[src/rtl/uart_tx_scheduler.sv]
// Round-robin scheduler sharing one UART transmitter and baud generator among
// NREQ byte requesters; tracks each frame to completion or start timeout.
module uart_tx_scheduler #(
    parameter int NREQ         = 4,
    parameter int DW           = 8,
    parameter int BUSY_TIMEOUT = 16,
    parameter int IDW          = 2
) (
    input  logic                 ipclk,
    input  logic                 rst_n,
    input  logic [NREQ-1:0]      req_valid,
    input  logic [NREQ*DW-1:0]   req_data,
    input  logic [NREQ*2-1:0]    req_sel,
    output logic [NREQ-1:0]      req_ready,
    output logic [DW-1:0]        uart_data,
    output logic [1:0]           uart_sel,
    output logic                 uart_start,
    input  logic                 uart_busy,
    output logic [IDW-1:0]       grant_id,
    output logic                 frame_done,
    output logic                 timeout_err
);

    typedef enum logic [2:0] {
        IDLE,
        SETUP,
        START,
        WAIT_BUSY,
        WAIT_DONE
    } state_e;

    localparam int CW = 8;
    // The counter is checked before its increment, so expiry lands exactly
    // BUSY_TIMEOUT cycles after the start strobe.
    localparam logic [CW-1:0] CNT_LAST = CW'(BUSY_TIMEOUT - 2);

    state_e            state_q, state_d;
    logic [IDW-1:0]    rr_q, rr_d;
    logic [IDW-1:0]    gid_q, gid_d;
    logic [NREQ-1:0]   ready_q, ready_d;
    logic [DW-1:0]     data_q, data_d;
    logic [1:0]        sel_q, sel_d;
    logic              start_q, start_d;
    logic              done_q, done_d;
    logic              tout_q, tout_d;
    logic [CW-1:0]     cnt_q, cnt_d;

    logic [DW-1:0]     data_arr [NREQ];
    logic [1:0]        sel_arr  [NREQ];
    logic              found;
    logic [IDW-1:0]    win;
    logic [IDW-1:0]    idx;

    always_comb begin
        for (int i = 0; i < NREQ; i++) begin
            data_arr[i] = req_data[i*DW +: DW];
            sel_arr[i]  = req_sel[i*2 +: 2];
        end
    end

    // Search starts at rr_q and wraps, so the last grantee has lowest priority.
    always_comb begin
        found = 1'b0;
        win   = '0;
        idx   = '0;
        for (int k = 0; k < NREQ; k++) begin
            idx = IDW'((int'(rr_q) + k) % NREQ);
            if (!found && req_valid[idx]) begin
                found = 1'b1;
                win   = idx;
            end
        end
    end

    always_comb begin
        state_d = state_q;
        rr_d    = rr_q;
        gid_d   = gid_q;
        ready_d = '0;
        data_d  = data_q;
        sel_d   = sel_q;
        start_d = 1'b0;
        done_d  = 1'b0;
        tout_d  = 1'b0;
        cnt_d   = cnt_q;
        case (state_q)
            IDLE: begin
                if (!uart_busy && found) begin
                    data_d       = data_arr[win];
                    sel_d        = sel_arr[win];
                    gid_d        = win;
                    rr_d         = IDW'((int'(win) + 1) % NREQ);
                    ready_d[win] = 1'b1;
                    state_d      = SETUP;
                end
            end
            SETUP: begin
                start_d = 1'b1;
                state_d = START;
            end
            START: begin
                cnt_d   = '0;
                state_d = WAIT_BUSY;
            end
            WAIT_BUSY: begin
                if (uart_busy) begin
                    state_d = WAIT_DONE;
                end else if (cnt_q == CNT_LAST) begin
                    tout_d  = 1'b1;
                    state_d = IDLE;
                end else begin
                    cnt_d = cnt_q + 1'b1;
                end
            end
            WAIT_DONE: begin
                if (!uart_busy) begin
                    done_d  = 1'b1;
                    state_d = IDLE;
                end
            end
            default: state_d = IDLE;
        endcase
    end

    always_ff @(posedge ipclk or negedge rst_n) begin
        if (!rst_n) begin
            state_q <= IDLE;
            rr_q    <= '0;
            gid_q   <= '0;
            ready_q <= '0;
            data_q  <= '0;
            sel_q   <= '0;
            start_q <= 1'b0;
            done_q  <= 1'b0;
            tout_q  <= 1'b0;
            cnt_q   <= '0;
        end else begin
            state_q <= state_d;
            rr_q    <= rr_d;
            gid_q   <= gid_d;
            ready_q <= ready_d;
            data_q  <= data_d;
            sel_q   <= sel_d;
            start_q <= start_d;
            done_q  <= done_d;
            tout_q  <= tout_d;
            cnt_q   <= cnt_d;
        end
    end

    assign req_ready   = ready_q;
    assign uart_data   = data_q;
    assign uart_sel    = sel_q;
    assign uart_start  = start_q;
    assign grant_id    = gid_q;
    assign frame_done  = done_q;
    assign timeout_err = tout_q;

endmodule
[config.mk]
export PLATFORM = sky130hd
export DESIGN_NAME = uart_tx_scheduler
export DESIGN_NICKNAME = d
export VERILOG_FILES = /design/src/rtl/uart_tx_scheduler.sv
export SDC_FILE = /design/constraint.sdc
export NUM_CORES = 1
export LEC_CHECK = 0
export CAP_MARGIN = 20
export CORE_MARGIN = 3
export CORE_UTILIZATION = 45
export CTS_CLUSTER_DIAMETER = 40
export CTS_CLUSTER_SIZE = 28
export DETAILED_ROUTE_END_ITERATION = 16
export PLACE_DENSITY = 0.76
export SLEW_MARGIN = 30
export SYNTH_ARGS = -nofsm -noshare
export SYNTH_HDL_FRONTEND = slang
export SYNTH_SLANG_ARGS = --single-unit
[constraint.sdc]
create_clock -name ipclk -period 2.1 [get_ports ipclk]
set_input_delay 0.21 -clock ipclk [delete_from_list [all_inputs] [get_ports ipclk]]
set_output_delay 0.21 -clock ipclk [all_outputs]
set_load 0.05 [all_outputs]
==> insert_results.sql <==
INSERT INTO impl_metrics (metric_group, metric, value, unit) VALUES
('outcome', 'run_status', 'complete, no violations', ''),
('placed_design', 'globalplace.congestion', '0.857', ''),
('yosys', 'synth-compound-area-share', '0.196', ''),
('die', 'floorplan.core_area', '0.00383', 'mm²'),
('drt', 'postRouteWirelength', '4.78', 'mm'),
('drt', 'drt-initial-drc-count', '52', ''),
('worst_setup_path', 'r2r.worst_path.cells', '5', ''),
('die', 'horizontal_die_dimension', '70.4', 'µm'),
('clocking', 'worstSkewPairLatency', '0.29', 'ns'),
('worst_setup_path', 'setup.worst_path.start', 'req_valid[0]', ''),
('yosys', 'simple_logic_cell_fraction_of_the_synthesized_area', '0.217', ''),
('cells_and_area', 'finalNonFillerCells', '305', ''),
('worst_setup_path', 'crit_path_max_incr_delay', '0.59', 'ns'),
('yosys', 'yosysWarnings', '0', ''),
('yosys', 'post_synth_fa_ha_maj_area_fraction', '0.0134', ''),
('cells_and_area', 'num-fill-cells', '333', ''),
('global_route', 'number_of_global_route_vias_before_repair', '1672', ''),
('die', 'floorplan.initialDensity', '0.488', ''),
('yosys', 'synthXorXnorAreaFrac', '0.0328', ''),
('yosys', 'synth_top_area_share', '0.429', ''),
('power_and_ir_drop', 'leakage', '0.00114', 'µW'),
('clocking', 'tritoncts', 'done', ''),
('yosys', 'syn_avg_cell_area', '9.88', 'µm²'),
('yosys', 'syn-cell-area', '0.00187', 'mm²'),
('sta', 'finalCriticalPeriod', '1.79', 'ns'),
('global_route', 'grt_overflow', '0', ''),
('drt', 'drt_pass1_iterations', '4', ''),
('clocking', 'clock_tree.root_cell', 'sky130_fd_sc_hd__clkbuf_8', ''),
('worst_setup_path', 'worstPathRequired', '2.26', 'ns'),
('cells_and_area', 'finalNetCount', '308', ''),
('yosys', 'synth_nets', '238', ''),
('drt', 'drt.antenna.violating_nets', '0', ''),
('worst_setup_path', 'critPathKind', 'in -> reg', ''),
('sta', 'total_count_of_max_transition_violations_in_the_final_report', '0', ''),
('yosys', 'synth_enable_flop_cells', '0', ''),
('yosys', 'synth_ff_type', 'sky130_fd_sc_hd__dfrtp_1', ''),
('drt', 'viasPerCell', '5.46', ''),
('clocking', 'cts.htree.levels', '2', ''),
('clocking', 'max_clock_buf_depth', '2', ''),
('yosys', 'synth_top_area_cell', 'sky130_fd_sc_hd__dfrtp_1', ''),
('global_route', 'grt_antenna_before_repair', '0', ''),
('clocking', 'post_cts_hold_buffer_count', '0', ''),
('cells_and_area', 'diodes_inserted', '0', ''),
('die', 'fp-row-count', '22', ''),
('yosys', 'synth_seq_area_share', '0.429', ''),
('worst_setup_path', 'crit_path_end_kind', 'flip-flop', ''),
('sta', 'post_route_clock_skew', '0.00723', 'ns'),
('placed_design', 'place_hpwl', '3.55', 'mm'),
('yosys', 'synthDistinctLibCells', '46', ''),
('yosys', 'combinational_family_with_the_most_area_after_synthesis', 'simple AND/OR/NAND/NOR gates', ''),
('sta', 'timing.final.hold_violations', '0', ''),
('cells_and_area', 'leading_cell_type_in_the_layout_fill_and_taps_excluded', 'sky130_fd_sc_hd__clkdlybuf4s50_1', ''),
('placed_design', 'placedCellCount', '300', ''),
('drt', 'route.detailed.wl_per_inst', '15.7', 'µm'),
('power_and_ir_drop', 'powerDensity', '1140', 'mW/mm²'),
('worst_setup_path', 'critical_path.cell_chain', 'clkdlybuf4s50_1 -> nor4_1 -> nor4_2 -> o21ai_2 -> a21o_1 -> o211ai_2', ''),
('yosys', 'yosys-mux-area-fraction', '0.0589', ''),
('clocking', 'numClockSinks', '32', ''),
('sta', 'timing.final.crit_share', '0.851', ''),
('cells_and_area', 'layout-drive-gt1-share', '0.121', ''),
('min_path', 'hp-class', 'in -> async', ''),
('drt', 'remaining_drc_errors', '0', ''),
('cells_and_area', 'syn_to_final_growth', '42.5', '%'),
('clocking', 'cts_made_buffers', '5', ''),
('sta', 'clock.fmax', '559', 'MHz'),
('clocking', 'cts.reportedPaths.clkPinSlew', '0.06', 'ns'),
('yosys', 'synth_area_leaders', 'sky130_fd_sc_hd__dfrtp_1, sky130_fd_sc_hd__mux2i_1, sky130_fd_sc_hd__o31ai_1, sky130_fd_sc_hd__o211ai_2, sky130_fd_sc_hd__a21o_1', ''),
('die', 'design.portCount', '66', ''),
('global_route', 'grt_first_pass_wirelength', '7.92', 'mm'),
('worst_setup_path', 'cp_slowest_cell', 'sky130_fd_sc_hd__nor4_1', ''),
('global_route', 'grt_start_max_net_pins', '33', '');
## routing by layer
layer	share of wire	track usage	up-vias
met1	0.45	0.258	778
met3	0.051	0.0590	13
li1	-	-	825
met5	0	0	-
met4	0.023	0.0809	0
met2	0.47	0.322	50
## stage by stage
step	util	TNS (ns)	worst slack, ns	hold slack (ns)	instance area [µm²]
finish	0.696	0	0.313	0.332	2660
global route	0.696	0	0.187	0.371	2660
CTS	0.696	0	0.289	0.350	2660
detailed placement	0.678	-0.0124	-0.00633	0.471	2590
global placement	0.678	0	0.0523	0.469	2590
floorplan	-	0	0.542	-0.0856	1870
## final cells by class
type | count | area [µm²] | area share
repair buffers | 77 | 753 | 0.283
multi-input cells | 140 | 967 | 0.363
clock buffers | 5 | 68.8 | 0.0259
well taps | 48 | 60.1 | 0.0226
inverters | 3 | 11.3 | 0.00423
flip-flops and latches | 32 | 801 | 0.301
## critical path, delay by kind of cell
| family | cells | cell delay (ns) |
|---|---|---|
| AND/OR/NAND/NOR | 2 | 0.74 |
| buffers and inverters | 1 | 0.47 |
| AO/OA/AOI/OAI | 3 | 0.54 |
## registers in the layout, summed over array words and instances (netlist names)
| name | count |
|---|---|
| cnt_q | 8 |
| state_q | 3 |
| timeout_err | 1 |
| req_ready | 4 |
| frame_done | 1 |
| uart_sel | 2 |
| grant_id | 2 |
| uart_start | 1 |
| rr_q | 2 |
| uart_data | 8 |
## kinds of logic after synthesis
group                    after synthesis
AO/OA/AOI/OAI                         45
flip-flops                            32
buffers and inverters                 17
multiplexers                          11
XOR/XNOR                               7
adder cells (fa/ha/maj)                2
AND/OR/NAND/NOR                       75
## synthesized netlist by cell type (2+ instances only)
library cell / number
sky130_fd_sc_hd__or3_1: 2
sky130_fd_sc_hd__o211ai_1: 3
sky130_fd_sc_hd__nand2_1: 19
sky130_fd_sc_hd__nand3_1: 2
sky130_fd_sc_hd__buf_2: 2
sky130_fd_sc_hd__o211ai_2: 7
sky130_fd_sc_hd__xnor2_1: 6
sky130_fd_sc_hd__inv_1: 3
sky130_fd_sc_hd__ha_1: 2
sky130_fd_sc_hd__o31ai_1: 12
sky130_fd_sc_hd__mux2i_1: 11
sky130_fd_sc_hd__nand4_1: 12
sky130_fd_sc_hd__a21oi_1: 3
sky130_fd_sc_hd__buf_6: 3
sky130_fd_sc_hd__dfrtp_1: 32
sky130_fd_sc_hd__nor2_1: 19
sky130_fd_sc_hd__nand2b_1: 3
sky130_fd_sc_hd__o21ai_1: 2
sky130_fd_sc_hd__a21o_1: 11
sky130_fd_sc_hd__nor3_1: 3
sky130_fd_sc_hd__clkbuf_1: 7
## power breakdown
| group | total [µW] | leakage [µW] | switching, µW | internal [µW] |
|---|---|---|---|---|
| combinational | 1650 | 0.000689 | 984 | 662 |
| sequential | 957 | 0.000419 | 159 | 798 |
| clock | 427 | 0.0000359 | 214 | 213 |
| total | 3030 | 0.00114 | 1360 | 1670 |
## worst paths after layout
check | endpoint | slack (ns)
worst max-delay path | uart_sel[0] | 0.31
worst min-delay path | grant_id[0] | 0.33
worst max register to register | rr_q[1] | 0.37
worst min register to register | uart_data[6] | 0.48
max in group asynchronous | uart_data[0] | 1.46
min in group ipclk | uart_data[6] | 0.48
Power figures use the tool's default switching activity.
